[config.mk]
export PLATFORM = sky130hd
export DESIGN_NAME = uart_tx
export DESIGN_NICKNAME = d
export VERILOG_FILES = /design/src/rtl/uart_tx.sv
export SDC_FILE = /design/constraint.sdc
export NUM_CORES = 1
export LEC_CHECK = 0
export BUFFER_PORTS_ARGS = -buffer_cell sky130_fd_sc_hd__buf_2
export CORE_ASPECT_RATIO = 1.75
export CORE_UTILIZATION = 30
export DETAILED_ROUTE_END_ITERATION = 10
export PLACE_DENSITY = 0.59
export SKIP_CTS_REPAIR_TIMING = 1
export SYNTH_ARGS = -nofsm -noshare
export SYNTH_HDL_FRONTEND = slang
export SYNTH_SLANG_ARGS = --single-unit
[constraint.sdc]
create_clock -name baud -period 2.4 [get_ports baud]
set_clock_uncertainty 0.05 [all_clocks]
set_input_delay 0.48 -clock baud [delete_from_list [all_inputs] [get_ports baud]]
set_output_delay 0.48 -clock baud [all_outputs]
set_load 0.05 [all_outputs]
[src/rtl/uart_tx.sv]
// uart_tx: UART transmitter, the transmit-side partner of the link's receiver.
// It sends one parallel word per request as a frame: a start bit (0), the data
// bits LSB first, an optional parity bit, then the stop bit(s) (1). It runs on
// the same oversampled baud clock as the receiver and holds each bit on the
// line for OVERSAMPLING ticks.
module uart_tx #(
  parameter int NUM_DATA_BITS = 8,
  parameter int OVERSAMPLING  = 16,
  parameter int PARITY_MODE   = 1,
  parameter int NUM_STOP_BITS = 1
) (
  input  logic                     baud,
  input  logic                     reset,
  input  logic                     enable,
  input  logic                     start,
  input  logic [NUM_DATA_BITS-1:0] data_in,
  output logic                     ready,
  output logic                     tx,
  output logic                     busy,
  output logic                     done,
  output logic [2:0]               state
);

  // State encodings. The three unused codes fall back to IDLE.
  localparam logic [2:0] S_IDLE   = 3'd0;
  localparam logic [2:0] S_START  = 3'd1;
  localparam logic [2:0] S_DATA   = 3'd2;
  localparam logic [2:0] S_PARITY = 3'd3;
  localparam logic [2:0] S_STOP   = 3'd4;

  // The tick counter spans one bit time. The bit counter indexes data bits
  // and, later in the frame, stop bits.
  localparam int TICK_W = (OVERSAMPLING > 1) ? $clog2(OVERSAMPLING) : 1;
  localparam int CNT_W  = $clog2(NUM_DATA_BITS + 1);

  localparam logic [TICK_W-1:0] TICK_LAST  = TICK_W'(OVERSAMPLING - 1);
  localparam logic [CNT_W-1:0]  DATA_LAST  = CNT_W'(NUM_DATA_BITS - 1);
  localparam logic [CNT_W-1:0]  STOP_LAST  = CNT_W'(NUM_STOP_BITS - 1);
  localparam bit                HAS_PARITY = (PARITY_MODE != 0);

  logic [2:0]               r_state;
  logic [TICK_W-1:0]        r_tick;
  logic [CNT_W-1:0]         r_bitCnt;
  logic [NUM_DATA_BITS-1:0] r_shift;
  logic                     r_parity;
  logic                     r_tx;
  logic                     r_done;

  logic w_bitEnd;
  logic w_parity;

  // Bit-boundary detection, and the parity of the word being offered for acceptance.
  always_comb begin
    w_bitEnd = (r_tick == TICK_LAST);
    if (PARITY_MODE == 2) begin
      w_parity = ~^data_in;
    end else begin
      w_parity = ^data_in;
    end
  end

  // Frame sequencer. tx is registered, so the start bit goes out on the
  // accepting edge itself. Dropping enable forces an immediate return to idle.
  always_ff @(posedge baud or posedge reset) begin
    if (reset) begin
      r_state  <= S_IDLE;
      r_tick   <= '0;
      r_bitCnt <= '0;
      r_shift  <= '0;
      r_parity <= 1'b0;
      r_tx     <= 1'b1;
      r_done   <= 1'b0;
    end else if (!enable) begin
      r_state  <= S_IDLE;
      r_tick   <= '0;
      r_bitCnt <= '0;
      r_tx     <= 1'b1;
      r_done   <= 1'b0;
    end else begin
      r_done <= 1'b0;
      case (r_state)
        S_IDLE: begin
          r_tx     <= 1'b1;
          r_tick   <= '0;
          r_bitCnt <= '0;
          if (start) begin
            r_shift  <= data_in;
            r_parity <= w_parity;
            r_state  <= S_START;
            r_tx     <= 1'b0;
          end
        end
        S_START: begin
          if (w_bitEnd) begin
            r_tick   <= '0;
            r_bitCnt <= '0;
            r_tx     <= r_shift[0];
            r_shift  <= r_shift >> 1;
            r_state  <= S_DATA;
          end else begin
            r_tick <= r_tick + TICK_W'(1);
          end
        end
        S_DATA: begin
          if (w_bitEnd) begin
            r_tick <= '0;
            if (r_bitCnt == DATA_LAST) begin
              r_bitCnt <= '0;
              if (HAS_PARITY) begin
                r_state <= S_PARITY;
                r_tx    <= r_parity;
              end else begin
                r_state <= S_STOP;
                r_tx    <= 1'b1;
              end
            end else begin
              r_bitCnt <= r_bitCnt + CNT_W'(1);
              r_tx     <= r_shift[0];
              r_shift  <= r_shift >> 1;
            end
          end else begin
            r_tick <= r_tick + TICK_W'(1);
          end
        end
        S_PARITY: begin
          if (w_bitEnd) begin
            r_tick   <= '0;
            r_bitCnt <= '0;
            r_tx     <= 1'b1;
            r_state  <= S_STOP;
          end else begin
            r_tick <= r_tick + TICK_W'(1);
          end
        end
        S_STOP: begin
          r_tx <= 1'b1;
          if (w_bitEnd) begin
            r_tick <= '0;
            if (r_bitCnt == STOP_LAST) begin
              r_bitCnt <= '0;
              r_state  <= S_IDLE;
              r_done   <= 1'b1;
            end else begin
              r_bitCnt <= r_bitCnt + CNT_W'(1);
            end
          end else begin
            r_tick <= r_tick + TICK_W'(1);
          end
        end
        default: begin
          r_state  <= S_IDLE;
          r_tick   <= '0;
          r_bitCnt <= '0;
          r_tx     <= 1'b1;
        end
      endcase
    end
  end

  // Status outputs. busy is derived from the state so that it can never
  // disagree with it.
  always_comb begin
    ready = (r_state == S_IDLE) && enable && !reset;
    busy  = (r_state != S_IDLE);
    tx    = r_tx;
    done  = r_done;
    state = r_state;
  end

endmodule

# Word-level counts from Yosys, hierarchy flattened
# Cells that the tools add are included.
word_totals:
  in_bits: 12
  output_inout_bits: 7
  reg_bits: 22
  elab_cells: 77
op_classes:
  addsub: 2
  muxes: 35
  n_eq_ne: 18
  reduce_logical: 15
op_table:
  columns: ["cell", "n"]
  rows:
  - ["$mux 4", 9]
  - ["$mux 8", 4]
  - ["$mux 3", 8]
  - ["$pmux 8 s3", 1]
  - ["$ne 3x3->1 const B", 7]
  - ["$pmux 3 s5", 1]
  - ["$pmux 4 s3", 1]
  - ["$mux 1", 10]
  - ["$reduce_and 3->1", 3]
  - ["$add 4x1->4 const B", 2]
  - ["$ne 2x2->1 const B", 4]
  - ["$reduce_xor 8->1", 1]
  - ["$reduce_and 7->1", 1]
  - ["$eq 3x2->1 const B", 2]
  - ["$reduce_and 6->1", 1]
  - ["$reduce_bool 3->1", 2]
  - ["$eq 4x3->1 const B", 1]
  - ["$eq 4x4->1 const B", 1]
  - ["$logic_not 4->1", 1]
  - ["$pmux 1 s4", 1]
  - ["$reduce_or 4->1", 1]
  - ["$eq 3x1->1 const B", 1]
  - ["$eq 3x3->1 const B", 1]
  - ["$logic_not 3->1", 1]
  - ["4 further kinds", 5]

# Longest topological paths before layout
# Gate-level depths: netlist of run 1.
logic_depth:
  depth_word: 5
  mapped_depth: 6
  mapped_depth_nobuf: 6

# Worst setup path after synthesis of run 1
# No wires, ideal clock.
synth_path:
  kind: "register to output"
  from: "register r_state[0] (netlist: state[0])"
  to: "output ready"
  t_arrival_ns: 2.425
  path_buffers: 1
  required_ns: 1.870
  path_slack_ns: -0.555
  stages_incl_launch_ff: 3
  path_cell_list: "dfrtp_1 > clkbuf_1 > nor4_1"
synth_between:
  elab_chain_len: 3
synth_rtl:
  columns: ["element", "line", "source"]
  rows:
  - ["from (decl)", "41", "logic [2:0] r_state;"]
  - ["from (signal assigned)", "66", "r_state <= S_IDLE;"]
  - ["from (signal assigned)", "74", "r_state <= S_IDLE;"]
  - ["from (signal assigned)", "89", "r_state <= S_START;"]
  - ["$logic_not 3->1", "163", "ready = (r_state == S_IDLE) && enable && !reset;"]
  - ["$logic_and 1x1->1 (2 in a row)", "163", null]
  - ["to (decl)", "17", "output logic ready,"]
# Every way passes these cells.

# Worst setup path after layout of run 1
layout_path:
  from: "register r_state[0] (netlist: state[0])"
  to: "register r_shift[4]"
layout_between:
  elab_chain_len: 3
  word_cells_on_any_way: 10
  cone_classes: "6 x eq/ne; 1 x mux; 3 x reduce/logical"
layout_rtl:
  columns: ["element", "line", "source"]
  rows:
  - ["$eq 3x2->1, or another cell as far along", "81", "case (r_state)"]
  - ["$ne 2x2->1 (no source line) or $reduce_bool 3->1 (tied branches)", null, null]
  - ["$reduce_and 6->1 (no source line)", null, null]
  - ["to (signal assigned)", "87", "r_shift <= data_in;"]
  - ["to (signal assigned)", "98", "r_shift <= r_shift >> 1;"]
  - ["to (signal assigned)", "119", "r_shift <= r_shift >> 1;"]
  - ["to (decl)", "44", "logic [NUM_DATA_BITS-1:0] r_shift;"]
# Parallel ways exist; a longest one is shown, timed or not.
# A chain may end at the register's enable or synchronous reset.

==> run metrics, run 1 <==
status complete, no violations; Initial DRC Count 19; fin crit share just under 90%; Synth top area share about two fifths; critical-path maximum fanout 16; Sw Pwr 278 uW; Vias/cell between 5 and 6; synth-to-layout area growth 15.8%; final slew viol count 0; Syn Nets around 130; Multi-input gate area approximately 670 um2; Comb pwr share 23.7%; Mapped Cells approximately 120; Worst Path Buf+Inv 0; width of the die 51.0 um; P_leak 0.632 nW; most frequent cells in the layout 21 x dfrtp_1, 18 x buf_2, 13 x mux2_2, 9 x nor2_1, 7 x xnor2_1; PortBufs 18; Detailed Place HPWL 1.92 mm; antenna violations before repair 0; clock slew at reported path FFs about 0.08 ns; worst reg2reg path startpoint state[0]; sw frac between 20 and 30%; Hold WC Path Type input pin to async pin; Clk network pwr share 26.9%; Yosys top cell by area dfrtp_1; CP startpoint kind flop; ant diodes 0; H-tree levels 1; Tot GR Track Use 12.8%; final setup vio count 0; CP startpoint state[0]; core area 0.00394 mm2; Vias 947; first-pass GRT wire length 4.44 mm; CP cell instances nor3_1, a211o_1, a211oi_4, mux2_2; DIE AREA 0.00448 mm2; worst skew pair latency 0.26 ns; Worst EP required 2.50 ns; commonest non-fill, non-tap cell in the layout dfrtp_1; I/O pins 19; hold slack final roughly 0.21 ns; Die H 87.8 um; sequential power share 49.4%; register cell area after layout 552 um2; gr busiest metal met2; Netlist cell types 41; CTS buffer count 3; Initial DRT Pass Iterations 4; grt met2 use roughly 22%; CTS tree built; Synth area leaders dfrtp_1 42%, mux2_2 12%, xnor2_1 4.9%, xor2_1 3.5%, ha_1 3.0%; Synth Cell Area 0.00126 mm2; sequential cell area fraction in the yosys report 43.8%; # DRC 0; highest ir drop seen on vdd 0.483 mV; Fin Setup TNS 0 ns; GP Congestion 0.790; number of synthesized register bits 22; maxcap violations 0; GR Util met3 between 2 and 2.5%; clk sink count 22; syn avg cell area 10.6 um2; final hold violations 0; Internal a little over 700 uW; CP max stage cell dfrtp_1; Starting Density roughly a third; RSZ-0062 raised after global routing false; crit path capture type flop; share of layout cells above drive strength 1 30.9%; Worst Tran Pin Value 0.506 ns; Tmin final 2.11 ns; Routed Antenna Nets 0; Fillers slightly above 400; # nets final between 150 and 200; GR Util met1 roughly 15%; Max Clk Rate 0.474 GHz; CP max stage delay between 0.6 and 0.7 ns; Routed WL 2.49 mm; row count 30; Setup CP Type flop to flop; Clock Tree Root clkbuf_8; wire per inst 13.3 um; via count of the first global-routing pass just under 1000; pin count of the biggest net entering global routing 23; residual overflow from global routing 0; yosys warns 0; Layout Utilization about 37%; Slew HR 66.3%; Longest Clk Path Bufs 2; WP data arrival approximately 2.2 ns; Crit path max-delay family compound AO/OA/AOI/OAI gates; Power Density 675 mW/mm2
[metrics by stage]
stage | std cells | setup WS (ns) | power (mW) | instance area (um2)
6_report | 187 | 0.292 | 0.985 | 1460
2_1_floorplan | 119 | 0.00303 | 0.674 | 1270
3_5_place_dp | 183 | 0.295 | 0.732 | 1410
3_3_place_gp | 183 | 0.333 | 0.721 | 1410
4_1_cts | 187 | 0.271 | 0.997 | 1460
5_1_grt | 187 | 0.191 | 1.05 | 1460
[final timing paths]
| path | to | slack [ns] | depth (start not counted) |
|---|---|---|---|
| max in group asynchronous | tx | 1.81 | 3 |
| hold / removal | r_bitCnt[3] | 0.21 | 3 |
| setup / recovery | r_shift[4] | 0.29 | 4 |
| hold reg to reg | r_tick[0] | 0.42 | 1 |
| setup reg to reg | r_shift[4] | 0.29 | 4 |
| min in group baud | r_shift[7] | 0.41 | 2 |
[state kept, by name, summed over array words and instances (netlist names)]
| signal | flops |
|---|---|
| done | 1 |
| r_bitCnt | 4 |
| r_parity | 1 |
| r_shift | 8 |
| r_tick | 4 |
| state | 3 |
| tx | 1 |
[power by group through the flow]
stage               Combinational, mW  Clock, mW  Sequential, mW
global placement                0.231          0           0.490
global route                    0.255      0.296           0.497
floorplan                       0.179          0           0.494
finish                          0.233      0.265           0.487
CTS                             0.238      0.272           0.487
detailed placement              0.238          0           0.494
[cell type report]
cell class / instances / area share [%]
multi-input combinational: 88 / 46.1
sequential: 22 / 37.8
timing repair buffer: 19 / 6.68
tap: 48 / 4.11
clock buffer: 4 / 3.77
inverter: 6 / 1.54
[routing by layer]
metal | part of all wire [%] | routed length, um
met1 | 42 | 1050
met5 | 0 | 0
met4 | 1.2 | 29
met3 | 2.5 | 62
met2 | 54 | 1340
[cell usage after synthesis]
master and number:
dfrtp_1 21, nor3b_1 3, nand2b_1 4, nand3_1 3
nand3b_1 1, or3_1 1, o21ai_0 4, or4_1 1
inv_1 6, o2bb2ai_1 1, o31ai_1 1, nor4b_1 1
o22ai_1 1, o21a_1 1, dfstp_2 1, and3_1 2
a31oi_1 1, buf_6 1, and4_4 1, clkbuf_1 1
a211oi_4 1, nor2_1 9, nor4_1 1, ha_1 3
xor2_1 5, a32oi_1 1, or3b_2 1, o21ai_1 2
nor3_1 2, and2_1 2, nor2b_1 1, mux2_1 2
mux2_2 13, buf_2 1, a21oi_1 2, nor2_2 1
o211ai_1 1, xnor2_1 7, a211o_1 1, nand2_1 6
or3_4 1
[worst register-to-register path: cells and delay by family (launching register included)]
family          cells  cell delay, ns
flops               1            0.66
compound gates      2            0.74
mux                 1            0.39
simple gates        1            0.16
[kinds of logic after synthesis]
| family | Yosys count | share of synthesized area [%] |
|---|---|---|
| xor+xnor | 12 | 8.33 |
| compound gates | 17 | 9.62 |
| fa+ha+maj | 3 | 2.98 |
| flops | 22 | 43.8 |
| mux | 15 | 13.4 |
| buf+inv | 9 | 3.37 |
| simple gates | 41 | 18.6 |
Power figures use the tool's default switching activity.
==> run 2: changes to the inputs <==
Settings changed: CELL_PAD_IN_SITES_DETAIL_PLACEMENT from default to 1, CELL_PAD_IN_SITES_GLOBAL_PLACEMENT from default to 1, PLACE_DENSITY 0.59 to 0.69.
==> run 2 against run 1 <==
Sequential share of layout area increased by 0.26 points. Highest routed layer unchanged. Clock-buffer cell count is the same. Critical endpoint is now r_shift[3]. Final cell count unchanged. Sequential cell count did not move. Final area is 0.69% lower. Combinational power about the same. Register-to-register slack hardly changed. First-iteration DRC count rose by 11%. Maximum frequency is essentially flat.
==> run metrics, run 2 (synthesis results as in run 1) <==
status complete, no violations; Fillers 473; final hold violations 0; CP max stage cell dfrtp_1; Power Density ~670 mW/mm2; Routed Antenna Nets 0; grt met2 use 26.1%; Worst Tran Pin Value 0.493 ns; highest ir drop seen on vdd 0.397 mV; Crit path max-delay family compound AO/OA/AOI/OAI gates; P_leak 0.626 nW; Fin Setup TNS 0 ns; width of the die 51.0 um; DIE AREA 0.00448 mm2; critical-path maximum fanout 16; Top reg by flops r_shift; Tot GR Track Use 14.4%; clock slew at reported path FFs roughly 0.080 ns; CTS buffer count 3; Detailed Place HPWL 2.15 mm; CP cell instances nor3_1, a211o_1, a211oi_4, mux2_2; Comb pwr share 24.4%; Vias/cell between 5 and 6; Setup CP Type flop to flop; Routed WL ~2.7 mm; Max Clk Rate approximately 0.47 GHz; sw frac 29.6%; via count of the first global-routing pass 1029; CP max stage delay roughly 0.65 ns; Initial DRT Pass Iterations 4; Longest Clk Path Bufs 2; I/O pins 19; Worst Path Buf+Inv 0; H-tree levels 1; Layout Utilization a little under two fifths; Sw Pwr approximately 290 uW; # DRC 0; residual overflow from global routing 0; Internal 680 uW; # nets final 155; Vias 936; antenna violations before repair 0; gr busiest metal met2; Die H 87.8 um; Starting Density 32.0%; Largest regs r_shift (8), r_bitCnt (4), r_tick (4); synth-to-layout area growth 15.0%; share of layout cells above drive strength 1 30.2%; PortBufs 18; crit path capture type flop; final slew viol count 0; GP Congestion 0.793; R2R Setup Slk 0.29 ns; RSZ-0062 raised after global routing false; maxcap violations 0; GR Util met3 around 2.1%; core area 0.00394 mm2; final setup vio count 0; Worst EP required 2.50 ns; WP data arrival ~2.2 ns; Hold WC Path Type input pin to async pin; Clk network pwr share approximately 25%; capture point of the worst reg-to-reg path r_shift[3]; worst skew pair latency 0.26 ns; commonest non-fill, non-tap cell in the layout dfrtp_1; worst reg2reg path startpoint state[0]; most frequent cells in the layout 21 x dfrtp_1, 18 x buf_2, 13 x mux2_2, 9 x nor2_1, 7 x xnor2_1; wire per inst 14.6 um; ant diodes 0; clk sink count 22; Initial DRC Count 21; Tmin final between 2 and 2.5 ns; sequential power share 50.5%; row count 30; total power draw 965 uW; Slew HR 67.1%; Worst R2R Path Depth 4; first-pass GRT wire length 4.87 mm; CP startpoint kind flop; CTS tree built; pin count of the biggest net entering global routing 17; GR Util met1 17.2%; max reg flops 8; fin crit share 87.8%; Clock Tree Root clkbuf_8
-- run 2: power groups by stage --
stage / combinational, mW / sequential [mW] / clock (mW)
finish: 0.236 / 0.488 / 0.242
global route: 0.262 / 0.497 / 0.265
CTS: 0.242 / 0.488 / 0.250
detailed placement: 0.240 / 0.495 / 0
global placement: 0.232 / 0.489 / 0
floorplan: 0.179 / 0.494 / 0
-- run 2: worst max-delay path by stage --
stage | from | endpoint | slack, ns | depth (start not counted)
floorplan | state[0] | ready | 0.003 | 2
global placement | state[0] | r_shift[1] | 0.35 | 4
detailed placement | state[0] | r_shift[3] | 0.29 | 4
CTS | state[0] | r_shift[3] | 0.27 | 4
global route | state[0] | r_shift[6] | 0.16 | 4
finish | state[0] | r_shift[3] | 0.29 | 4
-- run 2: area by class of cell --
cell class,instances,area (um2),share of cell area [%]
Multi-Input combinational cell,88,673,46.4
Sequential cell,22,552,38.1
Timing Repair Buffer,19,97.6,6.73
Tap cell,48,60.1,4.14
Clock buffer,4,45.0,3.11
Inverter,6,22.5,1.55
-- run 2: worst reg2reg max path, delay by kind of cell, from the launching register on --
kind | cells | cell delay (ns)
compound gates | 2 | 0.76
flops | 1 | 0.65
mux | 1 | 0.40
simple gates | 1 | 0.14
-- run 2: per-stage QoR --
stage / hold slack [ns] / instances / instance area, um2 / worst slack, ns
CTS: 0.195 / 187 / 1450 / 0.270
global placement: 0.402 / 183 / 1410 / 0.351
floorplan: 0.382 / 119 / 1270 / 0.00303
finish: 0.178 / 187 / 1450 / 0.292
global route: 0.226 / 187 / 1450 / 0.156
detailed placement: 0.403 / 183 / 1410 / 0.291
-- run 2: layer usage --
metal | wire length, um | up-vias
met4 | 25 | 0
li1 | - | 454
met5 | 0 | -
met2 | 1560 | 17
met3 | 75 | 4
met1 | 1070 | 461
==> run 3: changes to the inputs <==
Settings changed: ABC_AREA from default to 1, PLACE_DENSITY 0.69 to 0.73.
==> run 3 against run 2 <==
First-iteration DRC count fell by 38%. Synthesized cell count grew 72%. Power is 71% higher. Via count is 44% higher. Final area rose by 13%. Critical path depth is the same. Largest cell class unchanged. Wire length is 31% higher. Sequential power rose by 14%.
==> run metrics, run 3 <==
Fillers 597; residual overflow from global routing 0; Max Clk Rate 0.464 GHz; core area between 0.004 and 0.005 mm2; Netlist cell types 25; Die H 93.4 um; critical-path maximum fanout 6; GR Util met3 1.79%; top-count cell post-synth nand2_1; RSZ-0062 raised after global routing false; Sw Pwr 795 uW; highest ir drop seen on vdd 0.462 mV; Setup CP Type flop to primary output; DIE AREA around 0.0051 mm2; register cell area after layout 552 um2; worst reg2reg path startpoint r_tick[0]; Routed Antenna Nets 0; capture point of the worst reg-to-reg path r_bitCnt[1]; R2R Setup Slk approximately 0.70 ns; Starting Density 31.9%; pin count of the biggest net entering global routing 15; ant diodes 0; clk sink count 22; final setup vio count 0; fin crit share 89.8%; Mapped Cells 205; synth-to-layout area growth 14.1%; Vias 1351; Slew HR 63.1%; Syn Nets 220; number of synthesized register bits 22; syn avg cell area 6.99 um2; clock slew at reported path FFs 0.08 ns; wire per inst 12.9 um; antenna violations before repair 0; Hold WC Path Type input pin to async pin; number of synthesized flops with an enable pin 0; # DRC 0; Detailed Place HPWL 2.93 mm; share of layout cells above drive strength 1 18.1%; GR Util met1 15.9%; Largest regs r_shift (8), r_bitCnt (4), r_tick (4); maxcap violations 0; gr busiest metal met2; sw frac 48.2%; Internal 855 uW; H-tree levels 1; Routed WL ~3.6 mm; Clock Tree Root clkbuf_8; Synth Cell Area 0.00143 mm2; Multi-input gate area 796 um2; Yosys top cell by area dfrtp_1; Synth top area share 36.7%; P_leak about 0.92 nW; Longest Clk Path Bufs 2; sequential power share between 30 and 40%; GP Congestion 0.910; FFs w/ async S/R, synth 100%; final slew viol count 0; WP data arrival 1.62 ns; grt met2 use 32.1%; I/O pins 19; Tot GR Track Use between 10% and 20%; # nets final 242; Power Density about 1000 mW/mm2; width of the die 54.2 um; Top reg by flops r_shift; max reg flops 8; Vias/cell between 4 and 5; status complete, no violations; dominant synthesized flop cell dfrtp_1; sequential cell area fraction in the yosys report 38.5%; Initial DRT Pass Iterations 4; Worst R2R Path Depth 9; PortBufs 18; worst skew pair latency 0.27 ns; Synth top cells by count 88 x nand2_1, 21 x dfrtp_1, 17 x inv_1, 17 x nand3_1, 15 x nor2_1; Synth area leaders dfrtp_1 37%, nand2_1 23%, nand3_1 5.9%, inv_1 4.5%, nor2_1 3.9%; hold slack final around 0.22 ns; CTS tree built; Initial DRC Count 13; CP startpoint kind flop; Worst EP required 1.87 ns; Worst Tran Pin Value 0.553 ns; via count of the first global-routing pass 1403; yosys warns 0; Clk network pwr share roughly 17%; final hold violations 0; commonest non-fill, non-tap cell in the layout nand2_1; crit path capture type primary output; Comb pwr share 49.7%; Tmin final 2.15 ns; first-pass GRT wire length 6.06 mm; CTS buffer count 3; Fin Setup TNS 0 ns; most frequent cells in the layout 88 x nand2_1, 21 x dfrtp_1, 18 x buf_2, 17 x inv_1, 17 x nand3_1; row count 32
-- run 3: changes by cell type after synthesis, sizes merged, moves of 6 or more --
cell and delta:
nand2 +90, mux2 -15, nand3 +15, nand4 +6
nor2 +9, inv +13
-- run 3: area by class of cell --
type / count / share of cell area (%)
multi-input combinational: 162 / 48.7
clock buffer: 4 / 3.37
sequential: 22 / 33.7
inverter: 19 / 4.36
tap: 51 / 3.90
timing repair buffer: 19 / 5.97
-- run 3: power by group through the flow --
stage | Combinational [mW] | Sequential, mW | Clock, mW
floorplan | 0.589 | 0.623 | 0
global placement | 0.825 | 0.559 | 0
detailed placement | 0.833 | 0.561 | 0
CTS | 0.837 | 0.554 | 0.281
global route | 0.943 | 0.570 | 0.290
finish | 0.820 | 0.554 | 0.275
-- run 3: per-layer routing --
| metal | up-vias | wire (um) | share of wire [%] |
|---|---|---|---|
| li1 | 688 | - | - |
| met1 | 637 | 1390 | 39 |
| met2 | 21 | 2050 | 57 |
| met3 | 5 | 93 | 2.6 |
| met4 | 0 | 59 | 1.6 |
| met5 | - | 0 | 0 |
-- run 3: worst max-delay path, stage by stage (launching register included) --
cell and delay (ns):
dfrtp_1 0.45, nor2_1 0.27, nand2_1 0.21, nor3_4 0.14
buf_2 0.28
-- run 3: per-stage QoR --
step / power (mW) / std cells / instance area, um2 / setup slack (ns) / util, %
2_1_floorplan: 1.21 / 205 / 1440 / 0.0528 / -
3_3_place_gp: 1.38 / 273 / 1580 / 0.566 / 35.2
3_5_place_dp: 1.39 / 273 / 1580 / 0.558 / 35.2
4_1_cts: 1.67 / 277 / 1640 / 0.251 / 36.5
5_1_grt: 1.80 / 277 / 1640 / 0.188 / 36.5
6_report: 1.65 / 277 / 1640 / 0.246 / 36.5
-- run 3: worst max path at each step --
| stage | endpoint | startpoint | depth (start not counted) | slack [ns] |
|---|---|---|---|---|
| 6_report | ready | state[1] | 4 | 0.25 |
| 5_1_grt | ready | state[1] | 4 | 0.19 |
| 4_1_cts | ready | state[1] | 4 | 0.25 |
| 3_5_place_dp | ready | enable | 4 | 0.56 |
| 3_3_place_gp | ready | enable | 4 | 0.57 |
| 2_1_floorplan | ready | state[1] | 3 | 0.05 |
-- run 3: kinds of logic (layout without fill, tap and decap cells) --
family                   count (synthesis)  count (layout)  share of synthesized area (%)
AND/OR/NAND/NOR                        143             143                           44.0
flip-flops                              22              22                           38.5
buffers and inverters                   21              42                           6.72
AO/OA/AOI/OAI                           10              10                           4.45
XOR/XNOR                                 6               6                           3.67
adder cells (fa/ha/maj)                  3               3                           2.62
